[src/rtl/pico2_port_responder.sv]
// I/O-port slave for the pico2 emulator: decodes the port map, fronts the key/data ROMs
// and result RAM, and holds the XTEA key/block/control/status register file.
module pico2_port_responder #(
  parameter int MEM_AW    = 8,
  parameter int KEY_BYTES = 16,
  parameter int BLK_BYTES = 8
) (
  input  logic                     clk,
  input  logic                     rst,
  input  logic [7:0]               port_id,
  input  logic                     write_strobe,
  input  logic                     read_strobe,
  input  logic [7:0]               out_port,
  output logic [7:0]               in_port,
  output logic [MEM_AW-1:0]        key_mem_addr,
  input  logic [7:0]               key_mem_dout,
  output logic [MEM_AW-1:0]        dat_mem_addr,
  input  logic [7:0]               dat_mem_dout,
  output logic [MEM_AW-1:0]        res_mem_addr,
  output logic [7:0]               res_mem_din,
  output logic                     res_mem_we,
  output logic [8*KEY_BYTES-1:0]   xtea_key,
  output logic [8*BLK_BYTES-1:0]   xtea_din,
  output logic                     xtea_start,
  output logic                     xtea_decrypt,
  input  logic                     xtea_done,
  input  logic [8*BLK_BYTES-1:0]   xtea_dout
);

  localparam int RPTR_W = $clog2(BLK_BYTES);

  localparam logic [7:0] P_KEY_ADDR  = 8'h20;
  localparam logic [7:0] P_KEY_DATA  = 8'h21;
  localparam logic [7:0] P_DAT_ADDR  = 8'h22;
  localparam logic [7:0] P_DAT_DATA  = 8'h23;
  localparam logic [7:0] P_KEY_SHIFT = 8'h30;
  localparam logic [7:0] P_DIN_SHIFT = 8'h31;
  localparam logic [7:0] P_CTRL      = 8'h33;
  localparam logic [7:0] P_STATUS    = 8'h34;
  localparam logic [7:0] P_RESULT    = 8'h35;
  localparam logic [7:0] P_RES_ADDR  = 8'h40;
  localparam logic [7:0] P_RES_DATA  = 8'h41;

  logic                    busy;
  logic                    done;
  logic [RPTR_W-1:0]       rptr;
  logic [8*BLK_BYTES-1:0]  res;

  logic wr_key_addr, wr_dat_addr, wr_res_addr, wr_res_data;
  logic wr_key_shift, wr_din_shift, wr_ctrl, rd_result;
  logic start_accept, done_take;
  logic [7:0] result_byte;

  function automatic logic [7:0] pick_byte(input logic [8*BLK_BYTES-1:0] blk,
                                           input logic [RPTR_W-1:0] idx);
    logic [8*BLK_BYTES-1:0] shifted;
    int unsigned sh;
    sh      = (BLK_BYTES - 1 - int'(idx)) * 8;
    shifted = blk >> sh;
    return shifted[7:0];
  endfunction

  always_comb begin
    wr_key_addr  = write_strobe && (port_id == P_KEY_ADDR);
    wr_dat_addr  = write_strobe && (port_id == P_DAT_ADDR);
    wr_res_addr  = write_strobe && (port_id == P_RES_ADDR);
    wr_res_data  = write_strobe && (port_id == P_RES_DATA);
    wr_key_shift = write_strobe && (port_id == P_KEY_SHIFT);
    wr_din_shift = write_strobe && (port_id == P_DIN_SHIFT);
    wr_ctrl      = write_strobe && (port_id == P_CTRL);
    rd_result    = read_strobe  && (port_id == P_RESULT);
    // A completion landing in the same cycle frees the core, so a start then is accepted
    start_accept = wr_ctrl && out_port[0] && (!busy || xtea_done);
    done_take    = xtea_done && busy;
  end

  always_comb begin
    result_byte = pick_byte(res, rptr);
    in_port     = 8'h00;
    case (port_id)
      P_KEY_DATA: in_port = key_mem_dout;
      P_DAT_DATA: in_port = dat_mem_dout;
      P_STATUS:   in_port = {6'b000000, busy, done};
      P_RESULT:   in_port = result_byte;
      default:    in_port = 8'h00;
    endcase
  end

  // Memory address/data registers; the result pointer advances after each RAM write
  always_ff @(posedge clk or posedge rst) begin
    if (rst) begin
      key_mem_addr <= '0;
      dat_mem_addr <= '0;
      res_mem_addr <= '0;
      res_mem_din  <= '0;
      res_mem_we   <= 1'b0;
    end else begin
      res_mem_we <= wr_res_data;
      if (wr_key_addr) key_mem_addr <= out_port[MEM_AW-1:0];
      if (wr_dat_addr) dat_mem_addr <= out_port[MEM_AW-1:0];
      if (wr_res_data) res_mem_din  <= out_port;
      if (wr_res_addr)     res_mem_addr <= out_port[MEM_AW-1:0];
      else if (res_mem_we) res_mem_addr <= res_mem_addr + MEM_AW'(1);
    end
  end

  always_ff @(posedge clk or posedge rst) begin
    if (rst) begin
      xtea_key <= '0;
      xtea_din <= '0;
    end else begin
      if (wr_key_shift) xtea_key <= {xtea_key[8*KEY_BYTES-9:0], out_port};
      if (wr_din_shift) xtea_din <= {xtea_din[8*BLK_BYTES-9:0], out_port};
    end
  end

  // Control/status: a fresh start overrides the completion flags it coincides with
  always_ff @(posedge clk or posedge rst) begin
    if (rst) begin
      busy         <= 1'b0;
      done         <= 1'b0;
      rptr         <= '0;
      res          <= '0;
      xtea_start   <= 1'b0;
      xtea_decrypt <= 1'b0;
    end else begin
      xtea_start <= start_accept;
      if (done_take) res <= xtea_dout;
      if (start_accept) begin
        busy         <= 1'b1;
        done         <= 1'b0;
        rptr         <= '0;
        xtea_decrypt <= out_port[1];
      end else begin
        if (done_take) begin
          busy <= 1'b0;
          done <= 1'b1;
        end
        if (rd_result) rptr <= rptr + RPTR_W'(1);
      end
    end
  end

endmodule

[config.mk]
export PLATFORM = sky130hd
export DESIGN_NAME = pico2_port_responder
export DESIGN_NICKNAME = d
export VERILOG_FILES = /design/src/rtl/pico2_port_responder.sv
export SDC_FILE = /design/constraint.sdc
export NUM_CORES = 1
export LEC_CHECK = 0
export CAP_MARGIN = 20
export CORE_UTILIZATION = 39
export CTS_BUF_LIST = sky130_fd_sc_hd__clkbuf_2
export DETAILED_ROUTE_END_ITERATION = 12
export GPL_ROUTABILITY_DRIVEN = 0
export GPL_TIMING_DRIVEN = 1
export MAX_ROUTING_LAYER = met4
export PLACE_DENSITY = 0.67
export SYNTH_ARGS = -nofsm -noshare
export SYNTH_HDL_FRONTEND = slang
export SYNTH_SLANG_ARGS = --single-unit
[constraint.sdc]
create_clock -name clk -period 17.6 [get_ports clk]
set_input_delay 4.4 -clock clk [delete_from_list [all_inputs] [get_ports clk]]
set_output_delay 4.4 -clock clk [all_outputs]
set_load 0.01 [all_outputs]
==> results of run 1 <==
-- path summary, 6_finish.rpt --
check,to,slack (ns),cells after the start
min reg2reg,xtea_din[22],0.49,1
min,xtea_din[22],0.49,1
min in group asynchronous,xtea_key[127],4.10,2
max reg2reg,res[6],15.61,3
max,in_port[3],6.33,5
max in group asynchronous,rptr[2],11.99,3
-- layout by cell type (no fill, tap or decap), types with 4 or more instances in the layout --
cell and instances:
a21oi_1 4, nand3_1 5, mux2_2 281, nand2_1 5
o32ai_1 6, nand4_1 6, dfrtp_1 296, nor2_1 15
mux4_2 16, clkdlybuf4s50_1 335, clkinv_1 9, buf_4 4
mux2_1 6, clkbuf_2 118, mux2i_1 10
-- routing by layer --
metal  up-vias  GRT usage [%]
met4         0           7.32
met1      3766           23.0
met5         -              -
met3        43           6.29
li1       3507              -
met2       281           30.8
-- cells in the mapped netlist --
cell type / n
ha_1: 2
buf_4: 1
or4_1: 2
a31oi_1: 3
nand3_1: 6
or2_2: 2
dfrtp_1: 296
nor4_4: 1
nand4bb_1: 2
o21ai_0: 3
nand3_2: 1
mux2_1: 6
buf_2: 23
a21oi_1: 4
xor2_1: 1
o32ai_1: 6
or3b_4: 1
nand2_1: 6
nor4_1: 3
xnor2_1: 3
nor4b_2: 1
o221ai_1: 2
nor3_1: 1
clkinv_1: 1
mux2i_1: 10
nor4bb_1: 1
nand4b_1: 1
nor4b_1: 1
or3_1: 3
mux4_2: 16
nand4_1: 6
inv_1: 3
o31ai_1: 3
and4bb_2: 1
nor3b_2: 1
mux2_2: 281
or4b_2: 1
nor2_1: 15
clkbuf_1: 8
nor2b_1: 3
-- cells by family after synthesis --
family,count (synthesis),synth area share [%]
adders and majority gates,2,0.211
muxes,313,31.2
AOI/OAI and AO/OA,21,1.24
DFF,296,62.5
and+or+nand+nor,59,3.19
xor gates and xnor gates,4,0.296
buffers and inverters,36,1.41
-- power groups by stage --
stage          clock, W  combinational, W  sequential, W
2_1_floorplan         0         0.0000303       0.000711
3_5_place_dp          0         0.0000809       0.000710
4_1_cts        0.000494         0.0000812       0.000697
5_1_grt        0.000531         0.0000861       0.000699
3_3_place_gp          0         0.0000796       0.000710
6_report       0.000467         0.0000786       0.000697
-- sequential cells by signal, indices dropped and copies added, names as in the netlist --
signal	flops
res	64
xtea_start	1
busy	1
dat_mem_addr	8
xtea_decrypt	1
key_mem_addr	8
xtea_key	128
res_mem_din	8
res_mem_we	1
xtea_din	64
done	1
res_mem_addr	8
rptr	3
-- cell type report --
cell class	instances	share of cell area (%)
antenna	1	0.0154
clock buffer	118	3.62
clock inverter	14	0.591
inverter	4	0.138
multi-input combinational	399	26.3
sequential	296	45.4
tap	390	2.99
timing repair buffer	340	20.9
-- metrics by stage --
step / worst slack (ns) / instances / hold WS [ns] / power, W / utilization (%)
2_1_floorplan: 5.02 / 731 / 0.462 / 0.000742 / -
3_3_place_gp: 6.36 / 1429 / 0.475 / 0.000789 / 52.4
3_5_place_dp: 6.30 / 1429 / 0.480 / 0.000791 / 52.4
4_1_cts: 6.30 / 1561 / 0.493 / 0.00127 / 54.7
5_1_grt: 6.19 / 1562 / 0.508 / 0.00132 / 54.7
6_report: 6.33 / 1562 / 0.494 / 0.00124 / 54.7
==> results_dict.tcl, run 1 <==
set metrics [dict create \
    status "finished, final reports clean" \
    cts_tree "done" \
    postRouteAntennaNets 0 \
    yosysSeqAreaShare_pct 62.5 \
    setup_viol 0 \
    syn_area_um2 11900 \
    hp-start "xtea_din[14]" \
    period_needed_ns 11.27 \
    finClkSkew_ns 0.0664 \
    grt_pass1_vias 8016 \
    row_count 63 \
    crit_type "in2out" \
    grt_util_all_layers_pct 19.4 \
    multi_input_area_um2 4290 \
    syn2layout_area_growth_pct 37.6 \
    core_um2 29800 \
    p_per_area_nw_per_um2 76.2 \
    path_max_fanout 15 \
    wl_met3_mm 2.36 \
    synth.avg_cell_area_um2 16.2 \
    pwr-share-clk_pct 37.6 \
    grt_pass1_wl_mm 45.1 \
    placed_area_um2 15600 \
    fin_crit_sh_pct 64.1 \
    antenna_found_initial 1 \
    num-nets-final 1223 \
    wl_met1_mm 12.0 \
    swShare_pct 25.5 \
    max_freq_ghz 0.0887 \
    synth_top_area_share_pct 62.5 \
    critPathCaptureType "primary output" \
    dr_total_vias 7597 \
    clk_pin_slew_ns 0.09 \
    drive_above_1_share_pct 37.4 \
    synthCells 731 \
    cts.sinks 296 \
    wire_per_inst_um 18.6 \
    io_buffers 335 \
    drtPass1Iterations 4 \
    rsz0062_at_grt "no" \
    cts_setup_buffers 0 \
    arrival_ns 6.87 \
    yosysTopAreaCell "dfrtp_1" \
    hpwl_mm 20.6 \
    routed-wl-met2_mm 14.1 \
    cts_root_buf "clkbuf_2" \
    p_int_w 0.000925 \
    slowest_stage "clkdlybuf4s50_1" \
    cp_common_cell "clkdlybuf4s50_1" \
    boundaryPins 336 \
    static-leakage-power_nw 7.89 \
    cp-startpoint "port_id[1]" \
    net-switching-power_w 0.000317 \
    dieArea_um2 31100 \
    combinationalPowerShare_pct 6.3 \
    r2r-start "busy" \
    synth_cell_type_count 40 \
    vdd.ir_drop.worst_mv 0.0428 \
    synth_area_leaders "dfrtp_1 63%, mux2_2 27%, mux4_2 3.0%, buf_2 0.97%, mux2i_1 0.84%" \
    hold_violations 0 \
    finalWirelength_mm 29.0 \
    drv_slew 0 \
    ys_ff_latch 296 \
    cp.required_ns 13.20 \
    cp_cell_sequence "clkdlybuf4s50_1, nor4bb_1, nand2_1, o32ai_1, clkdlybuf4s50_1" \
    cts_buffer_depth 3 \
    die_w_um 176 \
    top_layer "met4" \
    cpLargestDelayFamily "buffers and inverters" \
    cts_buffers 79 \
    overflow 0 \
    ys_warn_count 0 \
    register_area_um2 7410 \
    post-route-cell-area_um2 16300 \
    drc_errors 0 \
    tns_ns 0 \
    seqPwrFrac_pct 56.1 \
    relSlewSlack_pct 38.4 \
    cp.buffers_inverters 2 \
    grt_max_degree 172 \
    drt-vias-per-instance 4.86 \
    start_kind "primary input" \
    cts_resized 0 \
    min_path_type "reg2reg" \
    syn_nets 834 \
    n_fill_cell 2564 \
    worst_pin_slew_ns 0.923 \
    hold_buffers 0 \
    cts-htree-levels 3 \
    drt_iter0_markers 314 \
    clkLatencyLatePin_ns 0.83 \
    maxCapViolCount 0 \
    max_stage_delay_ns 0.76 \
    die_h_um 176 \
    initial_utilization_pct 39.8 \
]
No activity file was read; power rests on OpenSTA's default activity.
==> run 2, diff against run 1 <==
clock period = 11.26 ns   (was 17.6 ns; I/O delays follow)
==> run 2 against run 1 <==
Core utilization rose by 0.17 points. Setup slack got worse by 3.2 ns. First-iteration DRC count rose by 5.4%. Critical path depth did not move. Cell count rose by 0.19%. Clock-buffer cell count fell by 3. Sequential share of layout area fell by 0.14 points. Register-to-register slack got worse by 6.3 ns. Combinational power rose by 58%. Global-route usage rose by 0.21 points. Final area rose by 0.31%.
==> results_dict.tcl, run 2 (synthesis gave the netlist of run 1 again) <==
set metrics [dict create \
    status "finished, final reports clean" \
    period_needed_ns 8.11 \
    seqPwrFrac_pct 55.5 \
    vdd.ir_drop.worst_mv 0.0661 \
    syn2layout_area_growth_pct 38.0 \
    antenna_found_initial 0 \
    dieArea_um2 31100 \
    crit_type "in2out" \
    fin_crit_sh_pct 72.0 \
    reg.largest.list "xtea_key: 128 flops, res: 64 flops, xtea_din: 64 flops" \
    p_per_area_nw_per_um2 120 \
    antennaDiodeCount 0 \
    finalWirelength_mm 29.2 \
    max_freq_ghz 0.123 \
    n_fill_cell 2522 \
    grt_pass1_vias 7941 \
    io_buffers 335 \
    row_count 63 \
    die_h_um 176 \
    finClkSkew_ns 0.0697 \
    initial_utilization_pct 39.8 \
    worst_r2r_endpoint "rptr[2]" \
    rsz0062_at_grt "no" \
    net-switching-power_w 0.000499 \
    postRouteAntennaNets 0 \
    drt_iter0_markers 331 \
    cts_buffers 79 \
    largest_reg_flops 128 \
    cp.required_ns 8.45 \
    drtPass1Iterations 4 \
    final_common_cell "clkdlybuf4s50_1" \
    critPathCaptureType "primary output" \
    drt-vias-per-instance 4.92 \
    pwr-share-clk_pct 38.2 \
    dr_total_vias 7694 \
    clk_pin_slew_ns 0.09 \
    cts.sinks 296 \
    path_max_fanout 15 \
    arrival_ns 5.30 \
    drive_above_1_share_pct 37.4 \
    final_cell_mix "335 x clkdlybuf4s50_1, 296 x dfrtp_1, 281 x mux2_2" \
    hold_violations 0 \
    r2r-start "rptr[1]" \
    cts_root_buf "clkbuf_2" \
    cp-startpoint "port_id[1]" \
    rrSetupSlack_ns 9.36 \
    cp-endpoint "in_port[7]" \
    fin_ws_ns 3.15 \
    combinationalPowerShare_pct 6.3 \
    reg2regPathDepth 4 \
    maxCapViolCount 0 \
    num-nets-final 1225 \
    setup_viol 0 \
    core_um2 29800 \
    top_register "xtea_key" \
    boundaryPins 336 \
    swShare_pct 25.4 \
    cts_buffer_depth 3 \
    wire_per_inst_um 18.6 \
    min_path_type "reg2reg" \
    overflow 0 \
    drv_slew 0 \
    cts_setup_buffers 0 \
    post-place-ws_ns 3.17 \
    grt_util_all_layers_pct 19.6 \
    grt_max_degree 143 \
    clkLatencyLatePin_ns 0.83 \
    worst_pin_slew_ns 1.05 \
    die_w_um 176 \
    relSlewSlack_pct 29.8 \
    hold_buffers 0 \
    static-leakage-power_nw 7.91 \
    start_kind "primary input" \
    cts-htree-levels 3 \
    cts_tree "done" \
    hpwl_mm 20.5 \
    drc_errors 0 \
    tns_ns 0 \
    grt_pass1_wl_mm 45.4 \
    cts_resized 0 \
    p_int_w 0.00147 \
]
[run 2: cell type report]
cell class                 instances  area, um^2  share of cell area [%]
clock inverter                    19         143                   0.872
timing repair buffer             342        3430                    20.9
sequential                       296        7410                    45.3
multi-input combinational        399        4290                    26.2
inverter                           4        22.5                   0.138
tap                              390         488                    2.98
clock buffer                     115         576                    3.52
[run 2: how the worst min path moves through the flow]
stage / startpoint / end / slack, ns / cells past startpoint
2_1_floorplan: done / done / 0.46 / 2
3_3_place_gp: xtea_din[60] / xtea_din[60] / 0.47 / 1
3_5_place_dp: xtea_din[56] / xtea_din[56] / 0.48 / 1
4_1_cts: xtea_key[9] / xtea_key[17] / 0.48 / 1
5_1_grt: xtea_din[1] / xtea_din[9] / 0.49 / 1
6_report: xtea_key[10] / xtea_key[18] / 0.49 / 1
[run 2: worst max-delay path, stage by stage]
cell	delay (ns)
clkdlybuf4s50_1	0.76
nor4bb_1	0.50
nand2_1	0.26
o32ai_1	0.36
clkdlybuf4s50_1	0.59
[run 2: per-stage QoR]
step                      cells  hold WS, ns  cell area (um^2)  utilization, %  power (W)
final                      1565        0.494             16400            54.9    0.00196
after global routing       1565        0.489             16400            54.9    0.00208
after CTS                  1564        0.484             16300            54.8    0.00201
after detailed placement   1430        0.481             15600            52.4    0.00124
after global placement     1430        0.475             15600            52.4    0.00123
after floorplan             731        0.462             11900               -    0.00116
[run 2: metal layers]
| metal | routed length [um] | GRT usage [%] | share of wire, % | vias to the layer above |
|---|---|---|---|---|
| met4 | 589 | 7.28 | 2.0 | 0 |
| met5 | 0 | - | 0 | - |
| li1 | - | - | - | 3524 |
| met1 | 12100 | 23.6 | 42 | 3828 |
| met2 | 14000 | 30.7 | 48 | 290 |
| met3 | 2450 | 6.46 | 8.4 | 52 |
[run 2: power groups by stage]
stage / clock, W / sequential, W / combinational (W)
global route: 0.000851 / 0.00109 / 0.000136
detailed placement: 0 / 0.00111 / 0.000126
CTS: 0.000795 / 0.00109 / 0.000127
floorplan: 0 / 0.00111 / 0.0000473
global placement: 0 / 0.00111 / 0.000124
finish: 0.000751 / 0.00109 / 0.000124
==> run 3, diff against run 2 <==
PLACE_DENSITY = 0.7   (was 0.67)
clock period = 7.1 ns   (was 11.26 ns; I/O delays follow)
==> run 3 against run 2 <==
Die area unchanged. Hold slack worse by 0.024 ns. Combinational power is 57% higher. Setup slack worse by 2.0 ns. Critical path depth is 1 higher. Highest routed layer unchanged.
==> results_dict.tcl, run 3 (synthesis gave the netlist of run 1 again) <==
set metrics [dict create \
    fin_crit_sh_pct 83.3 \
    dr_total_vias 7680 \
    net-switching-power_w 0.000764 \
    num-nets-final 1223 \
    dpl.cell_count 1432 \
    finalWirelength_mm 28.8 \
    worst-path-stages 6 \
    drt-vias-per-instance 4.94 \
    drv_slew 0 \
    min_path_type "reg2reg" \
    cts_root_buf "clkbuf_2" \
    top_register "xtea_key" \
    die_w_um 176 \
    grt_max_degree 158 \
    wire_per_inst_um 18.5 \
    relSlewSlack_pct 41.3 \
    hold_buffers 0 \
    row_count 63 \
    cts_buffer_depth 3 \
    slowest_stage "clkdlybuf4s50_1" \
    cts-htree-levels 3 \
    overflow 0 \
    drt_iter0_markers 257 \
    drtPass1Iterations 4 \
    cp_cell_sequence "clkdlybuf4s50_1, buf_4, nor4bb_1, nand2_1, o32ai_1, clkdlybuf4s50_1" \
    cts_buffers 76 \
    antenna_found_initial 2 \
    p_per_area_nw_per_um2 186 \
    worst_pin_slew_ns 0.879 \
    grt_util_all_layers_pct 19.5 \
    drc_errors 0 \
    pwr-share-clk_pct 36.5 \
    seqPwrFrac_pct 57.1 \
    critPathCaptureType "primary output" \
    max_freq_ghz 0.169 \
    combinationalPowerShare_pct 6.5 \
    static-leakage-power_nw 7.87 \
    largest_reg_flops 128 \
    final_cell_mix "335 x clkdlybuf4s50_1, 296 x dfrtp_1, 281 x mux2_2" \
    post-route-util_pct 54.7 \
    clkLatencyLatePin_ns 0.83 \
    cp.buffers_inverters 3 \
    p_int_w 0.00226 \
    boundaryPins 336 \
    drive_above_1_share_pct 37.2 \
    final_common_cell "clkdlybuf4s50_1" \
    clk_pin_slew_ns 0.09 \
    hpwl_mm 20.6 \
    whs_path_depth 1 \
    status "finished, final reports clean" \
    rsz0062_at_grt "no" \
    period_needed_ns 5.91 \
    n_fill_cell 2545 \
    die_h_um 176 \
    maxCapViolCount 0 \
    cp_common_cell "clkdlybuf4s50_1" \
    grt_pass1_vias 7943 \
    postRouteAntennaNets 0 \
    arrival_ns 4.14 \
    tns_ns 0 \
    reg.largest.list "xtea_key: 128 flops, res: 64 flops, xtea_din: 64 flops" \
    vdd.ir_drop.worst_mv 0.112 \
    grt_pass1_wl_mm 45.2 \
    cts_tree "done" \
    start_kind "primary input" \
    reg2regPathDepth 4 \
    swShare_pct 25.3 \
    cts_resized 0 \
    io_buffers 335 \
    setup_viol 0 \
    cp.required_ns 5.33 \
    stdcell_count 1556 \
    initial_utilization_pct 39.8 \
    syn2layout_area_growth_pct 37.5 \
    path_max_fanout 15 \
    cpLargestDelayFamily "buffers and inverters" \
    cts_setup_buffers 0 \
    max_stage_delay_ns 0.61 \
    hold_violations 0 \
    cts.sinks 296 \
    finClkSkew_ns 0.0806 \
    core_um2 29800 \
    crit_type "in2out" \
    dieArea_um2 31100 \
]
## run 3: cell types whose count changed in the layout (fill, tap and decap cells not counted)
cell and change:
bufinv_16 -1, buf_12 +2, clkbuf_2 -7, diode_2 +2, inv_6 +1, inv_8 -1
clkinv_1 -5, clkinvlp_4 +1, buf_16 -1
## run 3: path summary, 6_finish.rpt
check	from	endpoint	slack, ns
setup / recovery	port_id[1]	in_port[2]	1.19
hold / removal	xtea_din[38]	xtea_din[46]	0.47
setup reg to reg	rptr[1]	rptr[2]	5.22
hold reg to reg	xtea_din[38]	xtea_din[46]	0.47
max in group asynchronous	rst	res[57]	4.26
min in group asynchronous	rst	xtea_din[52]	1.46
## run 3: final cells by class
class                   count  area [um^2]  area share (%)
repair buffers            343         3440            21.1
well taps                 390          488            3.00
clock inverters            14          103           0.630
multi-input cells         399         4290            26.3
diodes                      2         5.00          0.0307
inverters                   4         18.8           0.115
flip-flops and latches    296         7410            45.5
clock buffers             108          541            3.32
## run 3: power by group through the flow
stage	registers, W	clock network [W]	logic (W)
2_1_floorplan	0.00176	0	0.0000753
3_3_place_gp	0.00176	0	0.000198
3_5_place_dp	0.00176	0	0.000201
4_1_cts	0.00173	0.00117	0.000201
5_1_grt	0.00173	0.00127	0.000214
6_report	0.00173	0.00110	0.000195
## run 3: metal layers
| layer | part of all wire, % | routed length [um] | vias up | track usage (%) |
|---|---|---|---|---|
| met2 | 49 | 14000 | 297 | 30.5 |
| met1 | 41 | 11700 | 3815 | 23.2 |
| li1 | - | - | 3522 | - |
| met4 | 2.2 | 633 | 0 | 7.43 |
| met3 | 8.4 | 2430 | 46 | 6.57 |
| met5 | 0 | 0 | - | - |
## run 3: per-stage QoR
stage	power [W]	setup slack, ns	hold slack (ns)	instance area, um^2
global placement	0.00196	1.29	0.474	15600
global route	0.00322	1.11	0.517	16300
finish	0.00303	1.19	0.471	16300
CTS	0.00310	1.19	0.448	16300
floorplan	0.00184	1.39	0.462	11900
detailed placement	0.00196	1.21	0.488	15600
## run 3: worst reg2reg max path: stages (launching register included)
cell and delay, ns:
dfrtp_1 0.91, ha_1 0.27, nand2_1 0.07, or4_1 0.40
a21oi_1 0.15
